--- config.mk ---
export PLATFORM = sky130hd
export DESIGN_NAME = cpu_v2_core
export DESIGN_NICKNAME = d
export VERILOG_FILES = /design/src/rtl/cpu_v2_pkg.sv /design/src/rtl/register_file_v2.sv /design/src/rtl/cpu_v2_core.sv
export SDC_FILE = /design/constraint.sdc
export NUM_CORES = 1
export LEC_CHECK = 0
export BUFFER_PORTS_ARGS = -buffer_cell sky130_fd_sc_hd__buf_2
export CAP_MARGIN = 20
export CORE_MARGIN = 2
export CORE_UTILIZATION = 45
export CTS_BUF_LIST = sky130_fd_sc_hd__clkbuf_2
export DETAILED_ROUTE_END_ITERATION = 12
export PLACE_DENSITY_LB_ADDON = 0.12
export SLEW_MARGIN = 20
export SYNTH_ARGS = -nofsm -noshare
export SYNTH_HDL_FRONTEND = slang
export SYNTH_SLANG_ARGS = --single-unit
export TNS_END_PERCENT = 100
--- constraint.sdc ---
create_clock -name clock -period 7.28 [get_ports clock]
set_input_delay 1.456 -clock clock [delete_from_list [all_inputs] [get_ports clock]]
set_output_delay 1.456 -clock clock [all_outputs]
set_load 0.005 [all_outputs]
--- src/rtl/cpu_v2_pkg.sv ---
// rtl/cpu_v2_pkg.sv - shared opcode/state types and instruction field offsets for cpu_v2_core
package cpu_v2_pkg;

    typedef enum logic [3:0] {
        OP_NOP  = 4'd0,
        OP_LDI  = 4'd1,
        OP_ADD  = 4'd2,
        OP_SUB  = 4'd3,
        OP_AND  = 4'd4,
        OP_XOR  = 4'd5,
        OP_ADDI = 4'd6,
        OP_IN   = 4'd7,
        OP_OUT  = 4'd8,
        OP_JMP  = 4'd9,
        OP_BZ   = 4'd10,
        OP_BNZ  = 4'd11,
        OP_HALT = 4'd12,
        OP_R13  = 4'd13,
        OP_R14  = 4'd14,
        OP_R15  = 4'd15
    } opcode_e;

    typedef enum logic [1:0] {
        ST_RUN      = 2'd0,
        ST_WAIT_OUT = 2'd1,
        ST_HALTED   = 2'd2
    } state_e;

    function automatic int instr_width(input int ow, input int aw, input int bw);
        return ow + aw + bw;
    endfunction

    function automatic int opcode_lsb(input int aw, input int bw);
        return aw + bw;
    endfunction

    function automatic int rd_lsb(input int bw);
        return bw;
    endfunction

    function automatic int ra_lsb(input int aw);
        return aw;
    endfunction

endpackage

--- src/rtl/register_file_v2.sv ---
// rtl/register_file_v2.sv - 3-read/1-write register file, r0 hardwired to zero
module register_file_v2 #(
    parameter int BUS_WIDTH      = 8,
    parameter int REG_ADDR_WIDTH = 3
) (
    input  logic                      clock,
    input  logic                      n_reset,
    input  logic [REG_ADDR_WIDTH-1:0] ra_addr_i,
    input  logic [REG_ADDR_WIDTH-1:0] rb_addr_i,
    input  logic [REG_ADDR_WIDTH-1:0] rd_addr_i,
    output logic [BUS_WIDTH-1:0]      ra_data_o,
    output logic [BUS_WIDTH-1:0]      rb_data_o,
    output logic [BUS_WIDTH-1:0]      rd_data_o,
    input  logic                      we_i,
    input  logic [REG_ADDR_WIDTH-1:0] wa_i,
    input  logic [BUS_WIDTH-1:0]      wd_i
);
    localparam int NUM_REGS = 2 ** REG_ADDR_WIDTH;

    logic [BUS_WIDTH-1:0] regs_q [NUM_REGS];

    always_ff @(posedge clock or negedge n_reset) begin
        if (!n_reset) begin
            for (int i = 0; i < NUM_REGS; i++) begin
                regs_q[i] <= '0;
            end
        end else if (we_i && (wa_i != '0)) begin
            regs_q[wa_i] <= wd_i;
        end
    end

    assign ra_data_o = (ra_addr_i == '0) ? '0 : regs_q[ra_addr_i];
    assign rb_data_o = (rb_addr_i == '0) ? '0 : regs_q[rb_addr_i];
    assign rd_data_o = (rd_addr_i == '0) ? '0 : regs_q[rd_addr_i];

endmodule

--- src/rtl/cpu_v2_core.sv ---
// rtl/cpu_v2_core.sv - single-cycle RISC core with synchronised IN strobe and OUT handshake
module cpu_v2_core
    import cpu_v2_pkg::*;
#(
    parameter  int OPCODE_WIDTH     = 4,
    parameter  int REG_ADDR_WIDTH   = 3,
    parameter  int BUS_WIDTH        = 8,
    parameter  int INSTR_ADDR_WIDTH = 5,
    localparam int INSTR_WIDTH      = OPCODE_WIDTH + REG_ADDR_WIDTH + BUS_WIDTH
) (
    input  logic                        clock,
    input  logic                        n_reset,
    output logic [INSTR_ADDR_WIDTH-1:0] instr_addr,
    input  logic [INSTR_WIDTH-1:0]      instr_data,
    input  logic [BUS_WIDTH-1:0]        sw,
    input  logic                        ready_in,
    output logic [BUS_WIDTH-1:0]        out_port,
    output logic                        out_valid,
    input  logic                        out_ready,
    output logic                        halted
);
    localparam int OP_LSB = opcode_lsb(REG_ADDR_WIDTH, BUS_WIDTH);
    localparam int RD_LSB = rd_lsb(BUS_WIDTH);
    localparam int RA_LSB = ra_lsb(REG_ADDR_WIDTH);

    state_e                      state_q, state_d;
    logic [INSTR_ADDR_WIDTH-1:0] pc_q, pc_d;
    logic [BUS_WIDTH-1:0]        out_port_q, out_port_d;
    logic                        out_valid_q, out_valid_d;
    logic                        rdy_s1_q, rdy_s2_q, rdy_s3_q;
    logic [BUS_WIDTH-1:0]        sw_s1_q, sw_s2_q;

    logic [OPCODE_WIDTH-1:0]     opc_raw;
    opcode_e                     op;
    logic [REG_ADDR_WIDTH-1:0]   rd_f, ra_f, rb_f;
    logic [BUS_WIDTH-1:0]        imm;
    logic [INSTR_ADDR_WIDTH-1:0] target;
    logic [BUS_WIDTH-1:0]        ra_data, rb_data, rd_data;
    logic                        rf_we;
    logic [BUS_WIDTH-1:0]        rf_wd;
    logic                        in_strobe;

    assign opc_raw = instr_data[OP_LSB +: OPCODE_WIDTH];
    assign rd_f    = instr_data[RD_LSB +: REG_ADDR_WIDTH];
    assign ra_f    = instr_data[RA_LSB +: REG_ADDR_WIDTH];
    assign rb_f    = instr_data[0 +: REG_ADDR_WIDTH];
    assign imm     = instr_data[BUS_WIDTH-1:0];
    assign target  = instr_data[INSTR_ADDR_WIDTH-1:0];

    // Opcodes beyond the 4-bit enum space (wider OPCODE_WIDTH) decode as NOP.
    always_comb begin
        op = OP_NOP;
        if ((opc_raw >> 4) == '0) begin
            op = opcode_e'(opc_raw[3:0]);
        end
    end

    register_file_v2 #(
        .BUS_WIDTH      (BUS_WIDTH),
        .REG_ADDR_WIDTH (REG_ADDR_WIDTH)
    ) u_rf (
        .clock     (clock),
        .n_reset   (n_reset),
        .ra_addr_i (ra_f),
        .rb_addr_i (rb_f),
        .rd_addr_i (rd_f),
        .ra_data_o (ra_data),
        .rb_data_o (rb_data),
        .rd_data_o (rd_data),
        .we_i      (rf_we),
        .wa_i      (rd_f),
        .wd_i      (rf_wd)
    );

    // sw shares the ready_in depth so data is settled when the strobe fires.
    assign in_strobe = rdy_s2_q & ~rdy_s3_q;

    always_comb begin
        state_d     = state_q;
        pc_d        = pc_q;
        out_port_d  = out_port_q;
        out_valid_d = out_valid_q;
        rf_we       = 1'b0;
        rf_wd       = '0;
        unique case (state_q)
            ST_RUN: begin
                pc_d = pc_q + INSTR_ADDR_WIDTH'(1);
                case (op)
                    OP_LDI:  begin rf_we = 1'b1; rf_wd = imm;               end
                    OP_ADD:  begin rf_we = 1'b1; rf_wd = ra_data + rb_data; end
                    OP_SUB:  begin rf_we = 1'b1; rf_wd = ra_data - rb_data; end
                    OP_AND:  begin rf_we = 1'b1; rf_wd = ra_data & rb_data; end
                    OP_XOR:  begin rf_we = 1'b1; rf_wd = ra_data ^ rb_data; end
                    OP_ADDI: begin rf_we = 1'b1; rf_wd = rd_data + imm;     end
                    OP_IN: begin
                        if (in_strobe) begin
                            rf_we = 1'b1;
                            rf_wd = sw_s2_q;
                        end else begin
                            pc_d = pc_q;
                        end
                    end
                    OP_OUT: begin
                        out_port_d  = ra_data;
                        out_valid_d = 1'b1;
                        state_d     = ST_WAIT_OUT;
                    end
                    OP_JMP: pc_d = target;
                    OP_BZ:  if (rd_data == '0) pc_d = target;
                    OP_BNZ: if (rd_data != '0) pc_d = target;
                    OP_HALT: begin
                        pc_d    = pc_q;
                        state_d = ST_HALTED;
                    end
                    default: ;
                endcase
            end
            ST_WAIT_OUT: begin
                if (out_valid_q && out_ready) begin
                    out_valid_d = 1'b0;
                    state_d     = ST_RUN;
                end
            end
            ST_HALTED: ;
            default: state_d = ST_RUN;
        endcase
    end

    always_ff @(posedge clock or negedge n_reset) begin
        if (!n_reset) begin
            state_q     <= ST_RUN;
            pc_q        <= '0;
            out_port_q  <= '0;
            out_valid_q <= 1'b0;
            rdy_s1_q    <= 1'b0;
            rdy_s2_q    <= 1'b0;
            rdy_s3_q    <= 1'b0;
            sw_s1_q     <= '0;
            sw_s2_q     <= '0;
        end else begin
            state_q     <= state_d;
            pc_q        <= pc_d;
            out_port_q  <= out_port_d;
            out_valid_q <= out_valid_d;
            rdy_s1_q    <= ready_in;
            rdy_s2_q    <= rdy_s1_q;
            rdy_s3_q    <= rdy_s2_q;
            sw_s1_q     <= sw;
            sw_s2_q     <= sw_s1_q;
        end
    end

    assign instr_addr = pc_q;
    assign out_port   = out_port_q;
    assign out_valid  = out_valid_q;
    assign halted     = (state_q == ST_HALTED);

endmodule

==> reports/metrics.cfg, run 1 <==
[synth]
syn_nets=675
async_flop_share=1.00
synthCells=622
synthTopCellsByArea=dfrtp_1, mux2_2, mux4_2
yosysTopAreaCell=dfrtp_1
synth_cell_types=66
synth_flop_cell=dfrtp_1
ys_ff_latch=94
yosysSeqAreaShare=0.368
ys.warnings.count=0
mappedNetlistArea_um2=6380
syn_avg_cell_area_um2=10.3
netlist.area_leader.share=0.368
synth_edf_count=0
synth_commonest_cells=dfrtp_1, mux2_2, nand2_1
synth_most_common_cell=dfrtp_1

[pwr]
switching_share=0.385
p_total_w=0.00159
p_int_w=0.000977
ir_drop_mv=0.143
switching_power_w=0.000612
p_per_area_nw_per_um2=235
leakage_nw=3.09
combPwrFrac=0.380
pwr-share-seq=0.453
pwr-share-clk=0.167

[global_routing]
grt_use_met1=0.323
use_met3=0.0457
grt_pass1_wl_um=27700
grtUsageTotal=0.245
grt_max_degree=57
use_met2=0.401
grt.overflow.total=0
grt_pass1_vias=4954
top_usage_layer=met2
antenna_found_initial=0

[floorplan]
start_util=0.460
design.portCount=42
row_count=43
fp.dieH_um=123
core_um2=13900
die_x_um=123
die-area_um2=15200

[setup_path]
critPathLaunch=instr_data[0]
critPathRequiredTime_ns=7.85
critPathTopFamily=compound AO/OA/AOI/OAI gates
cp_cell_sequence=buf_2, mux4_2, mux2i_1, nor2_1, inv_1, ha_1, mux2i_1, ha_1, nor2b_1, o21ai_0, a21boi_0, o21ai_0, a21oi_1, a211o_1, o32a_1, nand2_1
crit_path_end_kind=flop
crit_type=input pin to flop
crit_path_max_fanout=29
r2r_start=u_rf.regs_q[49]$_DFFE_PN0P_
crit_arrival_ns=5.73
slowest_stage=mux4_2
worstSetupStartpointType=input pin
slowest_delay_ns=0.59
cp.buffers_inverters=2

[timing]
fmax_ghz=0.194
setup_viol=0
maxSlewViolCount=0
rsz0062_at_grt=no
skew_ns=0.0410
fin_crit_sh=0.710
setup_tns_ns=0
worst_slew_pin_slew_ns=0.995
worst_slack_ns=2.11
finalHoldViolCount=0
relSlewSlack=0.331
post-route-min-period_ns=5.17

[clocking]
cts_tree=done
htreeDepth=3
clk_latency_ns=0.64
clockBufferDepth=2
clock_sinks=94
post_cts_resized=0
cts.reportedPaths.clkPinSlew_ns=0.27
cts_root_buf=clkbuf_2
cts-buffers-inserted=9
postCtsSetupBuffers=0
cts.hold.buffers_added=0

[flow_run]
maxCapViolCount=0

[routing]
via_per_inst=6.13
wirelength_um=17600
initialDrtViolationCount=444
first_pass_iters=5
vias=5035
routedWlPerCell_um=21.5
drc=0
ant_nets=0

[place]
postPlaceCellArea_um2=6640
dp_slack_ns=1.51
portBuffers=41
dpl.hpwl_um=13000
place_congestion=0.951

[finish]
design_area_um2=6760
fillers=1304
diodes=0
area_delta_synth_final_pct=5.92
finalNetCount=689
drive_gt1_frac=0.228

[min_path]
hp-start=rdy_s1_q$_DFF_PN0_
min-delay-path-class=flop to flop

[status]
outcome=finished, final reports clean

cells by family after synthesis:
kind of cell | share of synthesized area
buffers and inverters | 0.0457
xor gates and xnor gates | 0.0261
muxes | 0.222
and+or+nand+nor | 0.116
DFF | 0.368
AOI/OAI and AO/OA | 0.168
adders and majority gates | 0.0533
stage by stage:
step	hold slack, ns	utilization	cells
4_1_cts	0.371	0.487	821
3_5_place_dp	0.335	0.479	805
2_1_floorplan	0.331	-	622
3_3_place_gp	0.333	0.478	804
6_report	0.355	0.487	821
5_1_grt	0.367	0.487	821
flip-flops by register name (all words and copies together), names as in the netlist:
register and flops:
u_rf.regs_q 59, out_port 8, sw_s1_q 8, sw_s2_q 8, instr_addr 5, state_q 2, out_valid 1, rdy_s1_q 1
rdy_s2_q 1, rdy_s3_q 1
power by group through the flow:
stage / sequential, W / combinational [W] / clock, W
CTS: 0.000718 / 0.000601 / 0.000277
global placement: 0.000725 / 0.000586 / 0
detailed placement: 0.000729 / 0.000597 / 0
finish: 0.000721 / 0.000604 / 0.000265
global route: 0.000734 / 0.000680 / 0.000296
floorplan: 0.000700 / 0.000444 / 0
cell usage in the layout, fill, tap and decap left out, types with 6 or more instances in the layout:
master / instances
buf_4: 6
a31oi_1: 8
mux2_1: 18
xnor2_1: 11
nor2_1: 43
a32oi_1: 7
mux4_2: 14
buf_2: 41
clkbuf_2: 10
inv_1: 20
nand2_1: 54
a22o_1: 6
o22ai_1: 10
nand3_1: 10
a21oi_1: 29
mux2_2: 58
o32a_1: 7
nand2b_1: 7
mux2i_1: 21
ha_1: 24
xor2_1: 7
nor3_1: 8
a221oi_1: 20
dfrtp_1: 94
o21ai_0: 25
nor2b_1: 12
final timing paths:
check	to	slack, ns	cells after the start
worst max-delay path	u_rf.regs_q[47]$_DFFE_PN0P_	2.11	16
worst min-delay path	rdy_s2_q$_DFF_PN0_	0.35	0
worst min register to register	rdy_s2_q$_DFF_PN0_	0.35	0
worst max register to register	u_rf.regs_q[47]$_DFFE_PN0P_	3.16	15
max in group asynchronous	u_rf.regs_q[13]$_DFFE_PN0P_	5.42	2
min in group asynchronous	instr_addr[0]$_DFFE_PN0P_	0.74	1
worst register-to-register path: stages, from the launching register on:
cell and delay [ns]:
dfrtp_1 0.50, mux4_2 0.47, mux2i_1 0.28, nor2_1 0.12, inv_1 0.09, ha_1 0.22
mux2i_1 0.23, ha_1 0.28, nor2b_1 0.12, o21ai_0 0.23, a21boi_0 0.16, o21ai_0 0.31
a21oi_1 0.13, a211o_1 0.47, o32a_1 0.40, nand2_1 0.07
area by class of cell:
cell class | count | area [um2] | area share
inverter | 20 | 75.1 | 0.0111
clock inverter | 6 | 61.3 | 0.00907
clock buffer | 10 | 50.0 | 0.00740
timing repair buffer | 47 | 250 | 0.0370
multi-input combinational | 464 | 3750 | 0.554
tap | 180 | 225 | 0.0333
sequential | 94 | 2350 | 0.348
layer usage:
metal	vias to the layer above	share of wire
li1	2339	-
met1	2500	0.43
met2	161	0.49
met3	35	0.051
met4	0	0.028
met5	-	0
Power figures use the tool's default switching activity.
==> run 2, diff against run 1 <==
==> constraint.sdc (replaced) <==
create_clock -name clock -period 5.05 [get_ports clock]
set_input_delay 1.01 -clock clock [delete_from_list [all_inputs] [get_ports clock]]
set_output_delay 1.01 -clock clock [all_outputs]
set_load 0.005 [all_outputs]
==> reports/metrics.cfg, run 2 (synthesis results as in run 1) <==
[clocking]
htreeDepth=3  ; unchanged
cts-buffers-inserted=9  ; unchanged
cts_root_buf=clkbuf_2  ; unchanged
cts_tree=done  ; unchanged
cts.hold.buffers_added=0  ; unchanged
cts.reportedPaths.clkPinSlew_ns=0.24  ; was 0.27 ns
clk_latency_ns=0.61  ; was 0.64 ns
clock_sinks=94  ; unchanged
postCtsSetupBuffers=0  ; unchanged
clockBufferDepth=2  ; unchanged
post_cts_resized=0  ; unchanged

[timing]
fin_crit_sh=0.814
worst_slew_pin_slew_ns=1.11  ; was 0.995 ns
setup_tns_ns=0  ; unchanged
post-route-min-period_ns=4.11
rsz0062_at_grt=no  ; unchanged
setup_viol=0  ; unchanged
relSlewSlack=0.251  ; was 0.331
worst_slack_ns=0.939  ; was 2.11 ns
finalHoldViolCount=0  ; unchanged
fmax_ghz=0.243
maxSlewViolCount=0  ; unchanged
skew_ns=0.0332  ; was 0.0410 ns
hold_slack_ns=0.368  ; was 0.355 ns

[pwr]
leakage_nw=3.14  ; was 3.09 nW
p_per_area_nw_per_um2=346  ; was 235 nW/um2
ir_drop_mv=0.217  ; was 0.143 mV

[global_routing]
grt_pass1_vias=5344  ; was 4,954
antenna_found_initial=0  ; unchanged
grt_pass1_wl_um=29500  ; was 27,700 um
grt_max_degree=65  ; was 57
grtUsageTotal=0.262  ; was 0.245
grt.overflow.total=0  ; unchanged

[place]
dp_slack_ns=0.340  ; was 1.51 ns
portBuffers=41  ; unchanged
dpl.hpwl_um=13800  ; was 13,000 um
place_congestion=0.940  ; was 0.951
placedCellCount=813  ; was 805

[finish]
fillers=1338  ; was 1,304
top_register=u_rf.regs_q  ; unchanged
area_delta_synth_final_pct=7.15  ; was 5.92%
final_util=0.493  ; was 0.487
final_common_cell=dfrtp_1  ; unchanged
final_cell_mix=dfrtp_1, mux2_2, nand2_1  ; unchanged
diodes=0  ; unchanged
largest_register_ffs=59  ; unchanged
finalNetCount=697  ; was 689
drive_gt1_frac=0.238  ; was 0.228
fin_cells=828  ; was 821

[setup_path]
worstSetupStartpointType=input pin  ; unchanged
crit_arrival_ns=4.68  ; was 5.73 ns
slowest_delay_ns=0.51  ; was 0.59 ns
reg2reg_slack_ns=1.06  ; was 3.16 ns
crit_path_end_kind=flop  ; unchanged
critPathTopFamily=compound AO/OA/AOI/OAI gates  ; unchanged
r2r_start=u_rf.regs_q[1]$_DFFE_PN0P_  ; was u_rf.regs_q[49]$_DFFE_PN0P_
cp_cell_sequence=buf_2, mux4_2, mux2i_1, nor2_1, inv_1, ha_1, mux2i_1, ha_1, nor2b_1, o21ai_0, a21boi_0, o21ai_0, a21oi_1, a211o_1, o32a_1, nand2_1  ; unchanged
critPathRequiredTime_ns=5.62  ; was 7.85 ns
slowest_stage=mux4_2  ; unchanged
crit_type=input pin to flop  ; unchanged
reg2regPathDepth=15  ; unchanged
cp.buffers_inverters=2  ; unchanged
r2r-end=u_rf.regs_q[31]$_DFFE_PN0P_  ; was u_rf.regs_q[47]$_DFFE_PN0P_
crit_path_max_fanout=14  ; was 29
critPathLaunch=instr_data[0]  ; unchanged

[floorplan]
row_count=43  ; unchanged
design.portCount=42  ; unchanged
core_um2=13900  ; unchanged
fp.dieH_um=123  ; unchanged
die-area_um2=15200  ; unchanged
die_x_um=123  ; unchanged
start_util=0.460  ; unchanged

[flow_run]
maxCapViolCount=0  ; unchanged

[routing]
routedWlPerCell_um=22.5  ; was 21.5 um
vias=5177  ; was 5,035
wirelength_um=18600  ; was 17,600 um
via_per_inst=6.25  ; was 6.13
first_pass_iters=6  ; was 5
initialDrtViolationCount=415  ; was 444
drc=0  ; unchanged
ant_nets=0  ; unchanged

[min_path]
hold_end=sw_s2_q[5]$_DFF_PN0_  ; was rdy_s2_q$_DFF_PN0_
hp-start=sw_s1_q[5]$_DFF_PN0_  ; was rdy_s1_q$_DFF_PN0_
hold_depth=0  ; unchanged
min-delay-path-class=flop to flop  ; unchanged

[status]
outcome=finished, final reports clean  ; unchanged

[run 2: power breakdown]
group	internal, W	leakage (nW)	total (W)	switching [W]
sequential	0.000894	1.23	0.00104	0.000142
clock	0.000164	0.0780	0.000425	0.000261
combinational	0.000410	1.83	0.000905	0.000494
total	0.00147	3.14	0.00237	0.000897
[run 2: through the flow]
stage                     instance area (um2)  total power (W)
after global placement                   6710          0.00190
after floorplan                          6380          0.00165
after CTS                                6830          0.00237
after detailed placement                 6710          0.00194
after global routing                     6840          0.00253
final                                    6840          0.00237
[run 2: area by class of cell]
class | instances | area [um2] | share of cell area
clock inverters | 4 | 72.6 | 0.0106
inverters | 20 | 75.1 | 0.0110
multi-input cells | 464 | 3750 | 0.548
clock buffers | 11 | 55.1 | 0.00805
well taps | 180 | 225 | 0.0329
repair buffers | 55 | 313 | 0.0457
flip-flops and latches | 94 | 2350 | 0.344
[run 2: how the worst max path moves through the flow]
stage / endpoint / slack (ns) / depth (start not counted)
5_1_grt: u_rf.regs_q[39]$_DFFE_PN0P_ / 0.70 / 16
2_1_floorplan: u_rf.regs_q[7]$_DFFE_PN0P_ / 0.50 / 15
6_report: u_rf.regs_q[31]$_DFFE_PN0P_ / 0.94 / 16
4_1_cts: u_rf.regs_q[31]$_DFFE_PN0P_ / 1.01 / 16
3_5_place_dp: u_rf.regs_q[31]$_DFFE_PN0P_ / 0.34 / 16
3_3_place_gp: u_rf.regs_q[7]$_DFFE_PN0P_ / 0.43 / 16
[run 2: layer usage]
layer | vias up | part of all wire | track usage
li1 | 2361 | - | -
met1 | 2585 | 0.43 | 0.342
met2 | 196 | 0.49 | 0.440
met3 | 35 | 0.058 | 0.0475
met4 | 0 | 0.026 | 0.0874
met5 | - | 0 | 0
==> run 3, diff against run 2 <==
==> constraint.sdc (replaced) <==
create_clock -name clock -period 4.05 [get_ports clock]
set_input_delay 0.81 -clock clock [delete_from_list [all_inputs] [get_ports clock]]
set_output_delay 0.81 -clock clock [all_outputs]
set_load 0.005 [all_outputs]
==> reports/metrics.cfg, run 3 (synthesis results as in run 1) <==
[finish]
drive_gt1_frac=0.287  ; was 0.238
final_util=0.518  ; was 0.493
final_common_cell=dfrtp_1  ; unchanged
fin_cells=879  ; was 828
fillers=1305  ; was 1,338
largest_register_ffs=59  ; unchanged
final_cell_mix=dfrtp_1, buf_4, mux2_2  ; was dfrtp_1, mux2_2, nand2_1
finalNetCount=745  ; was 697
area_delta_synth_final_pct=12.7  ; was 7.15%
top_register=u_rf.regs_q  ; unchanged

[timing]
finalHoldViolCount=0  ; unchanged
rsz0062_at_grt=no  ; unchanged
skew_ns=0.0391  ; was 0.0332 ns
worst_slew_pin_slew_ns=0.874  ; was 1.11 ns
fmax_ghz=0.267
fin_crit_sh=0.926
maxSlewViolCount=0  ; unchanged
post-route-min-period_ns=3.75
worst_slack_ns=0.298  ; was 0.939 ns
hold_slack_ns=0.183  ; was 0.368 ns
relSlewSlack=0.413  ; was 0.251
setup_viol=0  ; unchanged
setup_tns_ns=0  ; unchanged

[clocking]
clockBufferDepth=2  ; unchanged
postCtsSetupBuffers=0  ; unchanged
clock_sinks=94  ; unchanged
cts_tree=done  ; unchanged
cts.hold.buffers_added=0  ; unchanged
cts_root_buf=clkbuf_2  ; unchanged
htreeDepth=3  ; unchanged
clk_latency_ns=0.66  ; was 0.61 ns
cts.reportedPaths.clkPinSlew_ns=0.28  ; was 0.24 ns
cts-buffers-inserted=9  ; unchanged
post_cts_resized=0  ; unchanged

[routing]
drc=0  ; unchanged
wl_met1_um=8490  ; was 7940 um
ant_nets=0  ; unchanged
first_pass_iters=5  ; was 6
wirelength_um=18800  ; was 18,600 um
initialDrtViolationCount=507  ; was 415
vias=5292  ; was 5,177
topRoutingLayerUsed=met4  ; unchanged
met2_length_um=9050  ; was 9100 um
via_per_inst=6.02  ; was 6.25
routedWlPerCell_um=21.3  ; was 22.5 um
wl_met3_um=721  ; was 1090 um

[floorplan]
start_util=0.460  ; unchanged
die_x_um=123  ; unchanged
core_um2=13900  ; unchanged
die-area_um2=15200  ; unchanged
row_count=43  ; unchanged
fp.dieH_um=123  ; unchanged
design.portCount=42  ; unchanged

[pwr]
p_per_area_nw_per_um2=415  ; was 346 nW/um2
switching_power_w=0.00114  ; was 0.000897 W
p_int_w=0.00184  ; was 0.00147 W
leakage_nw=3.36  ; was 3.14 nW
pwr-share-seq=0.433  ; was 0.438
switching_share=0.383  ; was 0.379
ir_drop_mv=0.197  ; was 0.217 mV
pwr-share-clk=0.161  ; was 0.180
combPwrFrac=0.405  ; was 0.382

[global_routing]
grt_pass1_wl_um=29300  ; was 29,500 um
grtUsageTotal=0.260  ; was 0.262
antenna_found_initial=1  ; was 0
grt.overflow.total=0  ; unchanged
grt_max_degree=59  ; was 65
grt_pass1_vias=5287  ; was 5,344

[setup_path]
cp_cell_sequence=mux4_2, mux2i_1, or2_2, ha_1, mux2i_1, ha_1, nor2b_1, o21ai_0, a21boi_0, o21ai_1, a21oi_1, a211o_1, o32a_1, nand2_1  ; was buf_2, mux4_2, mux2i_1, nor2_1, inv_1, ha_1, mux2i_1, ha_1, nor2b_1, o21ai_0, a21boi_0, o21ai_0, a21oi_1, a211o_1, o32a_1, nand2_1
crit_path_max_fanout=14  ; unchanged
crit_path_end_kind=flop  ; unchanged
crit_type=flop to flop  ; was input pin to flop
slowest_stage=dfrtp_1  ; was mux4_2
slowest_delay_ns=0.48  ; was 0.51 ns
critPathRequiredTime_ns=4.65  ; was 5.62 ns
crit_arrival_ns=4.35  ; was 4.68 ns
worstSetupStartpointType=flop  ; was input pin

[place]
portBuffers=41  ; unchanged
dpl.hpwl_um=14300  ; was 13,800 um
place_congestion=0.980  ; was 0.940
dp_slack_ns=-0.230  ; was 0.340 ns
placedCellCount=861  ; was 813

[flow_run]
maxCapViolCount=0  ; unchanged

[min_path]
min-delay-path-class=input pin to async pin  ; was flop to flop

[status]
outcome=finished, final reports clean  ; unchanged

-- run 3: cell types whose count changed in the layout (fill, tap and decap cells not counted) --
cell	change
diode_2	+2
clkinv_2	+1
clkbuf_2	-2
buf_4	+47
xnor2_1	+1
buf_12	+1
clkinv_4	+2
xnor2_2	-1
clkinvlp_4	-1
o21ai_0	-1
bufinv_16	-1
o21ai_1	+1
clkinv_1	+2
-- run 3: final timing paths --
kind	cells after the start	from	slack, ns	end
max in group asynchronous	2	n_reset	2.88	u_rf.regs_q[28]$_DFFE_PN0P_
worst min-delay path	1	n_reset	0.18	instr_addr[0]$_DFFE_PN0P_
min in group clock	1	ready_in	0.23	rdy_s1_q$_DFF_PN0_
worst max-delay path	14	u_rf.regs_q[0]$_DFFE_PN0P_	0.30	u_rf.regs_q[7]$_DFFE_PN0P_
worst min register to register	0	sw_s1_q[2]$_DFF_PN0_	0.36	sw_s2_q[2]$_DFF_PN0_
worst max register to register	14	u_rf.regs_q[0]$_DFFE_PN0P_	0.30	u_rf.regs_q[7]$_DFFE_PN0P_
-- run 3: cell type report --
type	count	area, um2	area share
multi-input cells	464	3740	0.520
flip-flops and latches	94	2350	0.327
repair buffers	103	686	0.0953
well taps	180	225	0.0313
inverters	20	75.1	0.0104
clock inverters	7	65.1	0.00904
clock buffers	9	45.0	0.00626
diodes	2	5.00	0.000696
-- run 3: critical path: cells and delay by family (launching register included) --
family,cells,cell delay [ns]
fa+ha+maj,2,0.48
flops,1,0.48
simple gates,3,0.35
compound gates,6,1.53
mux,3,0.86
-- run 3: power by group through the flow --
stage | Clock (W) | Combinational (W) | Sequential, W
finish | 0.000482 | 0.00121 | 0.00129
global route | 0.000531 | 0.00134 | 0.00132
global placement | 0 | 0.00118 | 0.00129
floorplan | 0 | 0.000802 | 0.00126
detailed placement | 0 | 0.00120 | 0.00131
CTS | 0.000493 | 0.00121 | 0.00129
-- run 3: per-stage QoR --
step / instance area [um2] / total power, W
global placement: 7080 / 0.00247
CTS: 7190 / 0.00299
finish: 7190 / 0.00299
global route: 7190 / 0.00319
detailed placement: 7080 / 0.00251
floorplan: 6390 / 0.00206
-- run 3: routing by layer --
metal	global-route usage	up-vias
met1	0.346	2651
li1	-	2457
met4	0.0866	0
met3	0.0392	38
met5	0	-
met2	0.434	146
